[config.mk]
export PLATFORM = sky130hd
export DESIGN_NAME = hilo_muldiv_unit
export DESIGN_NICKNAME = d
export VERILOG_FILES = /design/src/rtl/hilo_muldiv_unit_pkg.sv /design/src/rtl/hilo_muldiv_unit_iter_core.sv /design/src/rtl/hilo_muldiv_unit.sv
export SDC_FILE = /design/constraint.sdc
export NUM_CORES = 1
export LEC_CHECK = 0
export BUFFER_PORTS_ARGS = -buffer_cell sky130_fd_sc_hd__buf_4
export CORE_ASPECT_RATIO = 1.5
export CORE_UTILIZATION = 25
export DETAILED_ROUTE_END_ITERATION = 8
export GPL_ROUTABILITY_DRIVEN = 0
export GPL_TIMING_DRIVEN = 0
export PLACE_DENSITY_LB_ADDON = 0.15
export SYNTH_ARGS = -nofsm -noshare
export SYNTH_HDL_FRONTEND = slang
export SYNTH_SLANG_ARGS = --single-unit
[constraint.sdc]
create_clock -name clk -period 5.86 [get_ports clk]
set_clock_uncertainty 0.05 [all_clocks]
set_input_delay 0.293 -clock clk [delete_from_list [all_inputs] [get_ports clk]]
set_output_delay 0.293 -clock clk [all_outputs]
set_load 0.005 [all_outputs]
[src/rtl/hilo_muldiv_unit_pkg.sv]
// Shared types and constants for the HI/LO multiply/divide unit.
// Holds FSM states, read-select encodings, op codes and the iteration count.
package hilo_muldiv_unit_pkg;

    typedef enum logic [1:0] {
        S_IDLE = 2'd0,
        S_RUN  = 2'd1,
        S_DONE = 2'd2
    } state_t;

    typedef enum logic {
        OP_MULTU = 1'b0,
        OP_DIVU  = 1'b1
    } op_t;

    localparam logic [1:0] LH_NONE = 2'b00;
    localparam logic [1:0] LH_LO   = 2'b01;
    localparam logic [1:0] LH_HI   = 2'b10;

    localparam int ITERS = 32;
    localparam int CNT_W = $clog2(ITERS);

endpackage

[src/rtl/hilo_muldiv_unit_iter_core.sv]
// One-bit-per-cycle datapath: shift-add multiply and restoring divide.
// result is the value the registers take after the current step.
module muldiv_iter_core
    import hilo_muldiv_unit_pkg::*;
#(
    parameter int WIDTH = 32
) (
    input  logic               clk,
    input  logic               rst,
    input  op_t                op,
    input  logic               load,
    input  logic               step,
    input  logic [WIDTH-1:0]   a,
    input  logic [WIDTH-1:0]   b,
    output logic [2*WIDTH-1:0] result
);

    logic [2*WIDTH-1:0] acc;
    logic [WIDTH:0]     rem;
    logic [WIDTH-1:0]   m;

    logic [WIDTH:0]     mul_sum;
    logic [2*WIDTH-1:0] mul_nxt;
    logic [WIDTH:0]     div_sh;
    logic [WIDTH:0]     div_diff;
    logic               div_ok;
    logic [WIDTH:0]     div_rem_nxt;
    logic [WIDTH-1:0]   div_q_nxt;

    // Multiply: multiplier sits in acc low half and is consumed LSB first.
    // Divide: acc low half starts as the dividend and fills with quotient bits.
    always_comb begin
        mul_sum     = {1'b0, acc[2*WIDTH-1:WIDTH]} + (acc[0] ? {1'b0, m} : '0);
        mul_nxt     = {mul_sum, acc[WIDTH-1:1]};
        div_sh      = {rem[WIDTH-1:0], acc[WIDTH-1]};
        div_diff    = div_sh - {1'b0, m};
        div_ok      = ~div_diff[WIDTH];
        div_rem_nxt = div_ok ? div_diff : div_sh;
        div_q_nxt   = {acc[WIDTH-2:0], div_ok};
        result      = (op == OP_MULTU) ? mul_nxt : {div_rem_nxt[WIDTH-1:0], div_q_nxt};
    end

    always_ff @(posedge clk or posedge rst) begin
        if (rst) begin
            acc <= '0;
            rem <= '0;
            m   <= '0;
        end else if (load) begin
            rem <= '0;
            if (op == OP_MULTU) begin
                acc <= {{WIDTH{1'b0}}, b};
                m   <= a;
            end else begin
                acc <= {{WIDTH{1'b0}}, a};
                m   <= b;
            end
        end else if (step) begin
            if (op == OP_MULTU) begin
                acc <= mul_nxt;
            end else begin
                acc <= {{WIDTH{1'b0}}, div_q_nxt};
                rem <= div_rem_nxt;
            end
        end
    end

endmodule

[src/rtl/hilo_muldiv_unit.sv]
// Iterative MULTU/DIVU unit owning the architectural HI/LO registers.
// Stalls the datapath while running; HI/LO update only when a run completes.
module hilo_muldiv_unit
    import hilo_muldiv_unit_pkg::*;
#(
    parameter int WIDTH = 32
) (
    input  logic             clk,
    input  logic             rst,
    input  logic             StartMultu,
    input  logic             StartDivu,
    input  logic [WIDTH-1:0] A,
    input  logic [WIDTH-1:0] B,
    input  logic [1:0]       LHToReg,
    output logic [WIDTH-1:0] LHData,
    output logic             Stall,
    output logic             Busy,
    output logic [WIDTH-1:0] Hi,
    output logic [WIDTH-1:0] Lo
);

    state_t             state;
    op_t                op_q;
    logic [CNT_W-1:0]   cnt;
    logic               start;
    logic               accept;
    op_t                start_op;
    op_t                core_op;
    logic [2*WIDTH-1:0] result;

    assign start    = StartMultu | StartDivu;
    assign start_op = StartMultu ? OP_MULTU : OP_DIVU;
    assign accept   = (state == S_IDLE) && start;
    // The load must see the incoming op; steps use the latched one.
    assign core_op  = accept ? start_op : op_q;

    muldiv_iter_core #(.WIDTH(WIDTH)) u_core (
        .clk    (clk),
        .rst    (rst),
        .op     (core_op),
        .load   (accept),
        .step   (state == S_RUN),
        .a      (A),
        .b      (B),
        .result (result)
    );

    always_ff @(posedge clk or posedge rst) begin
        if (rst) begin
            state <= S_IDLE;
            op_q  <= OP_MULTU;
            cnt   <= '0;
            Hi    <= '0;
            Lo    <= '0;
        end else begin
            case (state)
                S_IDLE: if (start) begin
                    op_q  <= start_op;
                    cnt   <= '0;
                    state <= S_RUN;
                end
                S_RUN: begin
                    cnt <= cnt + 1'b1;
                    if (cnt == CNT_W'(ITERS - 1)) begin
                        Hi    <= result[2*WIDTH-1:WIDTH];
                        Lo    <= result[WIDTH-1:0];
                        state <= S_DONE;
                    end
                end
                // DONE ignores starts so the held instruction can retire.
                S_DONE:  state <= S_IDLE;
                default: state <= S_IDLE;
            endcase
        end
    end

    assign Busy  = (state == S_RUN);
    assign Stall = accept | Busy;

    always_comb begin
        LHData = '0;
        case (LHToReg)
            LH_LO:   LHData = Lo;
            LH_HI:   LHData = Hi;
            default: LHData = '0;
        endcase
    end

endmodule

[After elaboration in Yosys (flattened, before gate mapping)]
Cells that the tools add are included.
Cells by class
  reductions and logical operators: 10
  divide/modulo/power cells: 0
  mux-type cells: 19
  add/subtract/negate cells: 3
  bitwise gates (word level): 3
  eq/ne operators: 6
  order comparisons: 0
  shifts and indexed selects: 0
  $mul: 0
Operators with widths (count)
  two-way mux 64 bit: 4
  two-way mux 32 bit: 7
  case mux 32 bit (2 select lines): 1
  adder 32 x 33 -> 33 bit: 1
  subtractor 33 x 32 -> 33 bit: 1
  case mux 5 bit (2 select lines): 1
  AND reduction 2 bit: 5
  nonzero test 2 bit: 3
  adder 5 x 1 -> 5 bit, second input constant: 1
  equality test 5 bit, second input constant: 1
  two-way mux 5 bit: 1
  equality test 2 x 1 -> 1 bit, second input constant: 2
  two-way mux 2 bit: 2
  case mux 2 bit (2 select lines): 1
  equality test 2 bit, second input constant: 1
  zero test 2 bit: 1
  two-way mux 1 bit: 2
  inequality test 2 x 1 -> 1 bit, second input constant: 1
  inequality test 2 bit, second input constant: 1
  bitwise OR 1 bit: 2
  logical AND 1 bit: 1
  inverter 1 bit: 1
Word-level totals
  ROM bits: 0
  register bits: 200
  memories: 0
  latch bits: 0
  RAM bits: 0
  word-level logic and storage cells: 49

[Logic depth before layout (Yosys ltp)]
Gate-level depths: netlist of run 1.
  word-level depth: 6
  mapped depth: 15
  mapped depth without buffers: 13

[Modules after synthesis]
From an unflattened synthesis of run 1, not the netlist that was laid out.
Unflattened totals
  cells, all modules: 1467
  area total of the unflattened synthesis: 13948.4 sq um
Modules (own cells, without submodules)
  muldiv_iter_core: sequential area each 3203.1 sq um, cells an instance 1215, times used 1, area each 10497.6 sq um
  hilo_muldiv_unit: sequential area each 1801.7 sq um, cells an instance 252, times used 1, area each 3450.8 sq um

[Worst setup path before layout of run 1]
No wires, ideal clock.
  path type: register -> register
  start: reg u_core.acc[31]
  end: reg Hi[27]
  buffers on the path: 2
  arrival: 2875 ps
  library setup time: 139 ps
  stages on the path, launching flop included: 16
  required time: 5671 ps
  slack: 2796 ps
  cell sequence: dfrtp_1 > inv_1 > ha_1 > inv_1 > fa_1 > a211oi_1 > o21ai_2 > nand4_1 > a21oi_2 > o211ai_4 > nand4_1 > clkbuf_1 > nand3_2 > buf_6 > mux2i_1 > o221ai_1
Between the ends
  longest elaborated chain between the ends: 3
Ends and longest elaborated chain
  start: declaration: RTL line hilo_muldiv_unit_iter_core.sv:18  | logic [2*WIDTH-1:0] acc;
  start signal: assignment: RTL line hilo_muldiv_unit_iter_core.sv:51  | acc <= {{WIDTH{1'b0}}, b};
  start signal: assignment: RTL line hilo_muldiv_unit_iter_core.sv:54  | acc <= {{WIDTH{1'b0}}, a};
  start signal: assignment: RTL line hilo_muldiv_unit_iter_core.sv:59  | acc <= mul_nxt;
  subtractor 33 x 32 -> 33 bit: RTL line hilo_muldiv_unit_iter_core.sv:36  | div_diff = div_sh - {1'b0, m};
  two-way mux 32 bit: RTL line hilo_muldiv_unit_iter_core.sv:38  | div_rem_nxt = div_ok ? div_diff : div_sh;
  two-way mux 64 bit: RTL line hilo_muldiv_unit_iter_core.sv:40  | result = (op == OP_MULTU) ? mul_nxt : {div_rem_nxt[WIDTH-1:0], div_q_nxt};
  end signal: assignment: RTL line hilo_muldiv_unit.sv:65  | Hi <= result[2*WIDTH-1:WIDTH];
  end: declaration: RTL line hilo_muldiv_unit.sv:18  | output logic [WIDTH-1:0] Hi,
Every way passes these cells.
A chain may end at the register's enable or synchronous reset.

[Worst setup path in the final report of run 1]
  start: reg u_core.acc[0]
  end: reg Hi[31]
Between the ends
  longest elaborated chain between the ends: 3
Ends and longest elaborated chain
  two-way mux 32 bit: RTL line hilo_muldiv_unit_iter_core.sv:33  | mul_sum = {1'b0, acc[2*WIDTH-1:WIDTH]} + (acc[0] ? {1'b0, m} : '0);
  adder 32 x 33 -> 33 bit: RTL line hilo_muldiv_unit_iter_core.sv:33
  two-way mux 64 bit: RTL line hilo_muldiv_unit_iter_core.sv:40
Every way passes these cells.

==> out/results.ini, run 1 <==
[status]
status = finished clean

[synth]
syn_avg_cell_area_sq_um = 8.44
synth_flop_cell = dfrtp_1
synthesis.area_sq_mm = 0.0138
synth-edff-count = 0
async_flop_share_pct = 100
ys_ff_latch = 200
yosysWarningCount = 0
synth_top_area_share_pct = 36.2
yosysSeqAreaShare_pct = 36.2
synth_cell_types = 71
yosysMostFrequentCell = nand2_1
syn_nets = 1777
synth_common_cells = nand2_1, dfrtp_1, o21ai_0, nor2_1, mux2i_1
synth_area_leaders = dfrtp_1, mux2i_1, ha_1
syn_inst = 1637
synth_area_leader_cell = dfrtp_1

[clocking]
cts_buffers = 17
cts-root-buf = clkbuf_16
clk_latency_ns = 0.48
cts_sinks = 200
clk_pin_slew_worst_paths_ns = 0.09
post_cts_resize_count = 0
cts_tree = done
cts_buffer_depth = 2
hold_buffers = 1
htreeDepth = 4
cts_setup_buffers = 0

[critical_path]
cp-startpoint = u_core.acc[0]
arrival_ns = 5.02
r2r-end = Hi[31]
required_ns = 6.20
path_max_fanout = 10
endpoint = Hi[31]
r2r-start = u_core.acc[0]
r2r_slack_ns = 1.17
worst_setup_path_end_kind = flop
critPathKind = flop to flop
start_kind = flop
reg2regPathDepth = 13

[placed_design]
dp_hpwl_um = 50600
portBuffers = 167

[power]
p_per_area_mw_per_mm2 = 691
power.leakage_nw = 7.60
vdd_drop_max_v = 0.000325
power_mw = 11.5

[timing]
period_share_pct = 80.0
rsz0062_at_grt = false
worstMarginPinSlew_ns = 1.17
period_needed_ns = 4.69
finalSetupTns_ns = 0
max_freq_ghz = 0.213
slew-limit-headroom_pct = 21.8
setup_violations = 0
slew_viol_final = 0
finalHoldViolCount = 0

[cells_and_area]
finalNetCount = 1966
area_growth_pct = 20.2
drive_above_1_share_pct = 12.9
antenna_cells = 0
utilization_pct = 30.4

[die]
fp.dieH_um = 290
chipWidth_um = 194
ios = 168
rows = 105
core_area_sq_mm = 0.0547
die_area_sq_mm = 0.0563
start_util_pct = 25.3

[worst_hold_path]
hp-class = primary input to flop

[grt]
grt_pass1_wl_um = 93400
grt_util_all_layers_pct = 22.6
grt_overflow = 0
antenna_found_initial = 1
grt_max_degree = 115
grt_pass1_vias = 13810

[routing]
wirelength_um = 63800
drt_iter0_drc = 876
ant_nets = 0
drc = 0
viasPerCell = 5.41
drt_pass1_iterations = 6
avgRoutedWirePerCell_um = 25.2
vias = 13693

[run]
max-cap-violations = 0

## report_power, final
group | total (mW) | switching [mW] | internal, mW
combinational | 7.47 | 4.77 | 2.70
clock | 1.24 | 0.661 | 0.583
sequential | 2.77 | 0.781 | 1.99
## per-layer routing
layer / up-vias / part of all wire (%) / track usage, %
met1: 6750 / 38 / 24.7
li1: 6337 / - / -
met3: 149 / 3.7 / 2.42
met2: 455 / 51 / 40.6
met4: 2 / 7.6 / 16.3
met5: - / 0.024 / 0
## through the flow
| step | area (sq um) | setup slack, ns | hold WS [ns] | cells |
|---|---|---|---|---|
| global route | 16600 | 0.931 | 0.0684 | 2533 |
| CTS | 16600 | 1.16 | 0.0502 | 2533 |
| detailed placement | 16000 | 1.21 | 0.427 | 2501 |
| global placement | 15900 | -3.11 | 0.421 | 2499 |
| floorplan | 13800 | 0.0630 | 0.399 | 1637 |
| finish | 16600 | 1.17 | 0.0642 | 2533 |
## cell usage in the layout, fill, tap and decap left out, types with 10 or more instances in the layout
| master | n |
|---|---|
| a211oi_1 | 21 |
| a21o_1 | 24 |
| a21oi_1 | 92 |
| a22o_1 | 28 |
| a22oi_1 | 32 |
| a31oi_1 | 50 |
| and2_1 | 37 |
| and3_1 | 10 |
| and4_1 | 15 |
| buf_1 | 14 |
| buf_2 | 10 |
| buf_4 | 167 |
| clkbuf_1 | 80 |
| clkbuf_16 | 17 |
| dfrtp_1 | 200 |
| ha_1 | 68 |
| inv_1 | 49 |
| mux2i_1 | 100 |
| nand2_1 | 220 |
| nand3_1 | 46 |
| nand4_1 | 12 |
| nor2_1 | 127 |
| nor3_1 | 14 |
| o211ai_1 | 40 |
| o21ai_0 | 151 |
| o21ai_1 | 14 |
| o31ai_1 | 13 |
| xnor2_1 | 27 |
| xor2_1 | 20 |
## area by class of cell
type | count | area [sq um]
multi-input cells | 1273 | 8160
well taps | 695 | 870
plain buffers | 111 | 463
fillers | 5908 | 38000
clock buffers | 18 | 439
repair buffers | 170 | 1320
flip-flops and latches | 200 | 5000
clock inverters | 13 | 151
inverters | 53 | 206
## registers in the layout (all words and copies together) (netlist names)
| signal | cells |
|---|---|
| cnt | 5 |
| Hi | 32 |
| u_core.acc | 64 |
| op_q | 1 |
| u_core.rem | 32 |
| state | 2 |
| u_core.m | 32 |
| Lo | 32 |
## worst max-delay path: stages, from the launching register on
cell and delay [ns]:
dfrtp_1 0.77, clkbuf_1 0.53, and2_1 0.24, ha_1 0.22, fa_1 0.29, a211oi_1 0.14
o211ai_1 0.31, nand3_1 0.20, a31oi_1 0.42, a21oi_1 0.22, o31ai_1 0.53, a221o_1 0.25
nand2_1 0.16, a31oi_1 0.25
## cells by family after synthesis
group                      count (synthesis)  synth area share, %
AOI/OAI and AO/OA                        540                 25.3
xor gates and xnor gates                  47                 2.98
and+or+nand+nor                          516                 17.1
muxes                                    100                 7.24
buffers and inverters                    164                 4.79
adders and majority gates                 70                 6.44
DFF                                      200                 36.2
## how the worst min path moves through the flow
stage,slack (ns),startpoint,cells after the start,endpoint
after floorplan,0.40,cnt[3],1,cnt[3]
final,0.06,A[10],3,u_core.acc[10]
after detailed placement,0.43,cnt[3],1,cnt[3]
after global placement,0.42,u_core.acc[61],2,u_core.acc[61]
after global routing,0.07,A[7],3,u_core.acc[7]
after CTS,0.05,A[3],3,u_core.acc[3]
(Power assumes the default switching activity.)
==> inputs of run 2 (changes only) <==
==> constraint.sdc (replaced) <==
create_clock -name clk -period 3.9 [get_ports clk]
set_clock_uncertainty 0.05 [all_clocks]
set_input_delay 0.195 -clock clk [delete_from_list [all_inputs] [get_ports clk]]
set_output_delay 0.195 -clock clk [all_outputs]
set_load 0.005 [all_outputs]
==> out/results.ini, run 2 (same netlist as run 1, synthesis figures left out) <==
[timing]
setup_violations = 0
max_freq_ghz = 0.260
finalHoldViolCount = 0
worstMarginPinSlew_ns = 1.21
rsz0062_at_grt = true
slew_viol_final = 0
period_needed_ns = 3.84
slew-limit-headroom_pct = 19.2
period_share_pct = 98.5
whs_ns = 0.00174

[clocking]
cts-root-buf = clkbuf_16
cts_tree = done
clk_pin_slew_worst_paths_ns = 0.09
htreeDepth = 4
cts_sinks = 200
cts_buffers = 17
clk_latency_ns = 0.47
cts_buffer_depth = 2

[grt]
grt_max_degree = 40
antenna_found_initial = 4
grt_overflow = 0
grt_pass1_wl_um = 94800
grt_util_all_layers_pct = 22.9
grt_pass1_vias = 14397

[run]
max-cap-violations = 0

[critical_path]
arrival_ns = 4.13
required_ns = 4.19
worst_setup_path_end_kind = flop
critPathKind = flop to flop
path_max_fanout = 10
start_kind = flop

[die]
chipWidth_um = 194
ios = 168
start_util_pct = 25.3
fp.dieH_um = 290
core_area_sq_mm = 0.0547
die_area_sq_mm = 0.0563
rows = 105

[cells_and_area]
finalNetCount = 2038
area_growth_pct = 26.7
mostFrequentLayoutCell = nand2_1
utilization_pct = 32.0
n_fill_cell = 5861
largest_reg_flops = 64
drive_above_1_share_pct = 14.7
largest_register = u_core.acc
final_cell_mix = nand2_1, dfrtp_1, buf_4

[routing]
ant_nets = 0
vias = 14042
viasPerCell = 5.39
drt_iter0_drc = 943
avgRoutedWirePerCell_um = 24.8
drt_pass1_iterations = 7
drc = 0
wirelength_um = 64800

[worst_hold_path]
hp-class = primary input to flop

[power]
vdd_drop_max_v = 0.000812
p_per_area_mw_per_mm2 = 1020
power.leakage_nw = 7.95

[placed_design]
portBuffers = 167
dp_hpwl_um = 51600

[status]
status = finished clean

run 2: routing by layer:
metal  share of wire, %  vias up  track usage (%)
li1                   -     6486                -
met1                 38     7034             24.8
met2                 52      397             42.3
met3                3.0      125             2.29
met4                6.9        0             14.5
met5                  0        -                0
run 2: worst max-delay path, cell delays in order, from the launching register on:
cell and delay [ns]:
dfrtp_1 0.44, inv_1 0.11, ha_1 0.44, a21oi_1 0.14, nor2_1 0.11, o221ai_1 0.20, a31oi_1 0.51, o211ai_4 0.16
nand4_1 0.16, buf_2 0.29, buf_2 0.34, a31oi_1 0.19, a211oi_2 0.41, o21ai_1 0.14
run 2: power breakdown:
group	internal [mW]	switching [mW]	total (mW)
Sequential	2.99	1.18	4.17
Clock	0.859	0.987	1.85
Combinational	4.38	7.48	11.9
Total	8.23	9.64	17.9
run 2: final timing paths:
check                                   from        endpoint  slack [ns]  cells past startpoint
worst max-delay path            u_core.m[13]          Hi[15]        0.06                     13
worst min-delay path                   A[13]  u_core.acc[13]       0.002                      3
worst max register to register  u_core.m[13]          Hi[15]        0.06                     13
worst min register to register        cnt[3]          cnt[3]        0.44                      1
max in group asynchronous                rst  u_core.acc[46]        2.54                      5
min in group asynchronous                rst  u_core.rem[27]        0.37                      3
run 2: stage by stage:
stage	setup WS, ns	power, mW	instance area [sq um]	setup TNS (ns)	cells
floorplan	0.836	11.0	13800	0	1637
CTS	0.00415	17.7	17400	0	2603
global placement	-0.799	15.3	16000	-139.41	2499
finish	0.0596	17.9	17500	0	2606
global route	-0.0206	19.1	17500	-0.0577	2605
detailed placement	-0.749	15.4	16100	-12.99	2505
run 2: repair_timing:
| action | CTS | global route |
|---|---|---|
| pin swaps | 6 | 8 |
| gates resized for setup | 24 | 21 |
| setup endpoints to repair | 43 | 51 |
| hold endpoints to repair | 62 | 0 |
| hold buffers | 62 | 0 |
| setup buffers | 5 | 2 |
run 2: area by class of cell:
cell class                      instances  area, sq um  area share, %
Antenna cell                            1         2.50         0.0143
Tap cell                              695          870           4.96
Clock inverter                         14          156          0.893
Sequential cell                       200         5010           28.6
Clock buffer                           17          425           2.43
Multi-Input combinational cell       1273         8310           47.4
Buffer                                111          482           2.75
Inverter                               53          203           1.16
Timing Repair Buffer                  242         2060           11.8
==> inputs of run 3 (changes only) <==
--- a/config.mk
+++ b/config.mk
@@ -6,12 +6,12 @@
 export NUM_CORES = 1
 export LEC_CHECK = 0
 export BUFFER_PORTS_ARGS = -buffer_cell sky130_fd_sc_hd__buf_4
-export CORE_ASPECT_RATIO = 1.5
 export CORE_UTILIZATION = 25
 export DETAILED_ROUTE_END_ITERATION = 8
 export GPL_ROUTABILITY_DRIVEN = 0
 export GPL_TIMING_DRIVEN = 0
 export PLACE_DENSITY_LB_ADDON = 0.15
+export SKIP_LAST_GASP = 1
 export SYNTH_ARGS = -nofsm -noshare
 export SYNTH_HDL_FRONTEND = slang
 export SYNTH_SLANG_ARGS = --single-unit
==> out/results.ini, run 3 (same netlist as run 1, synthesis figures left out) <==
[routing]
ant_nets = 0
drt_pass1_iterations = 5
viasPerCell = 5.41
drt_iter0_drc = 1359
avgRoutedWirePerCell_um = 23.8
drc = 0
wirelength_um = 62100
vias = 14145

[critical_path]
reg2regPathDepth = 15
r2r-end = Hi[10]
path_max_fanout = 10
critPathKind = flop to flop
arrival_ns = 4.08
start_kind = flop
worst_setup_path_end_kind = flop
r2r_slack_ns = 0.12
required_ns = 4.20
r2r-start = u_core.acc[31]

[run]
max-cap-violations = 0

[clocking]
cts_buffers = 17
cts_sinks = 200
cts-root-buf = clkbuf_16
clk_pin_slew_worst_paths_ns = 0.09
cts_tree = done
clk_latency_ns = 0.48
htreeDepth = 4
cts_buffer_depth = 2

[timing]
worst_slack_ns = 0.120
finalHoldViolCount = 0
slew_viol_final = 0
setup_violations = 0
finalSetupTns_ns = 0
period_share_pct = 96.9
worstMarginPinSlew_ns = 1.39
slew-limit-headroom_pct = 7.02
whs_ns = 0.0119
period_needed_ns = 3.78
max_freq_ghz = 0.265

[die]
rows = 85
die_area_sq_mm = 0.0562
chipWidth_um = 237
start_util_pct = 25.5
ios = 168
fp.dieH_um = 237
core_area_sq_mm = 0.0542

[worst_hold_path]
min_from = B[3]
hp-class = primary input to flop
hold_depth = 3
holdPathEnd = u_core.m[3]

[grt]
grt_max_degree = 38
grt_pass1_vias = 13585
grt_overflow = 0
grt_util_all_layers_pct = 22.0
grt_pass1_wl_um = 91900
antenna_found_initial = 0

[cells_and_area]
final_cell_mix = nand2_1, dfrtp_1, buf_4
largest_reg_flops = 64
mostFrequentLayoutCell = nand2_1
utilization_pct = 32.5
antenna_cells = 0
seq_area_sq_mm = 0.00501
area_growth_pct = 27.6
n_fill_cell = 5756
largest_register = u_core.acc
finalNetCount = 2047
drive_above_1_share_pct = 14.3
instances_no_fill = 2616
multi_input_comb_area_sq_mm = 0.00830

[placed_design]
pre_cts_slack_ns = -0.445
portBuffers = 167
place_inst = 2506
dp_hpwl_um = 48600

[power]
power.leakage_nw = 8.01
vdd_drop_max_v = 0.000391
p_per_area_mw_per_mm2 = 999

[status]
status = finished clean

==> run 3: changes by cell type in the layout (fill, tap and decap cells not counted), moves of 2 or more <==
| cell | previous run | this run |
|---|---|---|
| nand3_2 | 3 | 1 |
| clkinv_8 | 4 | 6 |
| buf_4 | 174 | 176 |
| inv_8 | 3 | 1 |
| a211oi_1 | 10 | 12 |
| a211oi_2 | 10 | 7 |
| dlygate4sd3_1 | 62 | 72 |
| nand3_1 | 44 | 46 |
==> run 3: worst max-delay path, cell delays in order (launching register included) <==
cell and delay [ns]:
dfrtp_1 0.41, inv_1 0.14, ha_1 0.21, inv_1 0.06, fa_1 0.44, a211oi_2 0.29
o21ai_2 0.15, nand4_1 0.19, a21oi_2 0.12, o211ai_4 0.32, a211o_1 0.20, buf_6 0.16
nand3_2 0.13, buf_4 0.26, a211oi_1 0.37, o21ai_0 0.15
==> run 3: worst max path at each step <==
stage                         from              to   slack, ns  cells after the start
floorplan           u_core.acc[31]          Hi[27]        0.84                     15
global placement               rst  u_core.rem[17]       -0.62                      2
detailed placement   u_core.acc[0]          Hi[23]       -0.45                     13
CTS                 u_core.acc[31]          Hi[20]  -0.0000004                     14
global route         u_core.acc[0]          Hi[26]       -0.05                     13
finish              u_core.acc[31]          Hi[10]        0.12                     15
==> run 3: power breakdown <==
group / total [mW] / internal [mW] / leakage [nW] / switching, mW
clock network: 1.91 / 0.890 / 0.298 / 1.02
logic: 11.6 / 4.33 / 5.15 / 7.26
registers: 4.12 / 2.99 / 2.56 / 1.14
==> run 3: layout make-up <==
type | instances | area share (%)
plain buffers | 111 | 2.73
clock buffers | 18 | 2.49
clock inverters | 14 | 1.01
inverters | 53 | 1.15
multi-input cells | 1273 | 47.1
flip-flops and latches | 200 | 28.4
well taps | 696 | 4.94
repair buffers | 251 | 12.2
==> run 3: metal layers <==
layer  vias to the layer above  GRT usage (%)  wire length, um
met3                        53           3.29             3590
met2                       508           35.4            28800
met4                         0           4.77             1030
met1                      7082           31.0            28800
met5                         -              0                0
li1                       6502              -                -
==> run 3: metrics by stage <==
step           power (mW)  instance area [sq um]
3_5_place_dp         15.1                  16100
5_1_grt              18.9                  17600
6_report             17.6                  17600
2_1_floorplan        11.0                  13800
4_1_cts              17.3                  17500
3_3_place_gp         15.0                  16000
==> run 3: timing repair <==
item                                    CTS  global route
pin swaps                                 2             2
endpoints found under the hold margin    69             0
hold buffers                             72             0
endpoints found under the setup margin   48            72
setup buffers                             2             4
resized for setup                        22            22
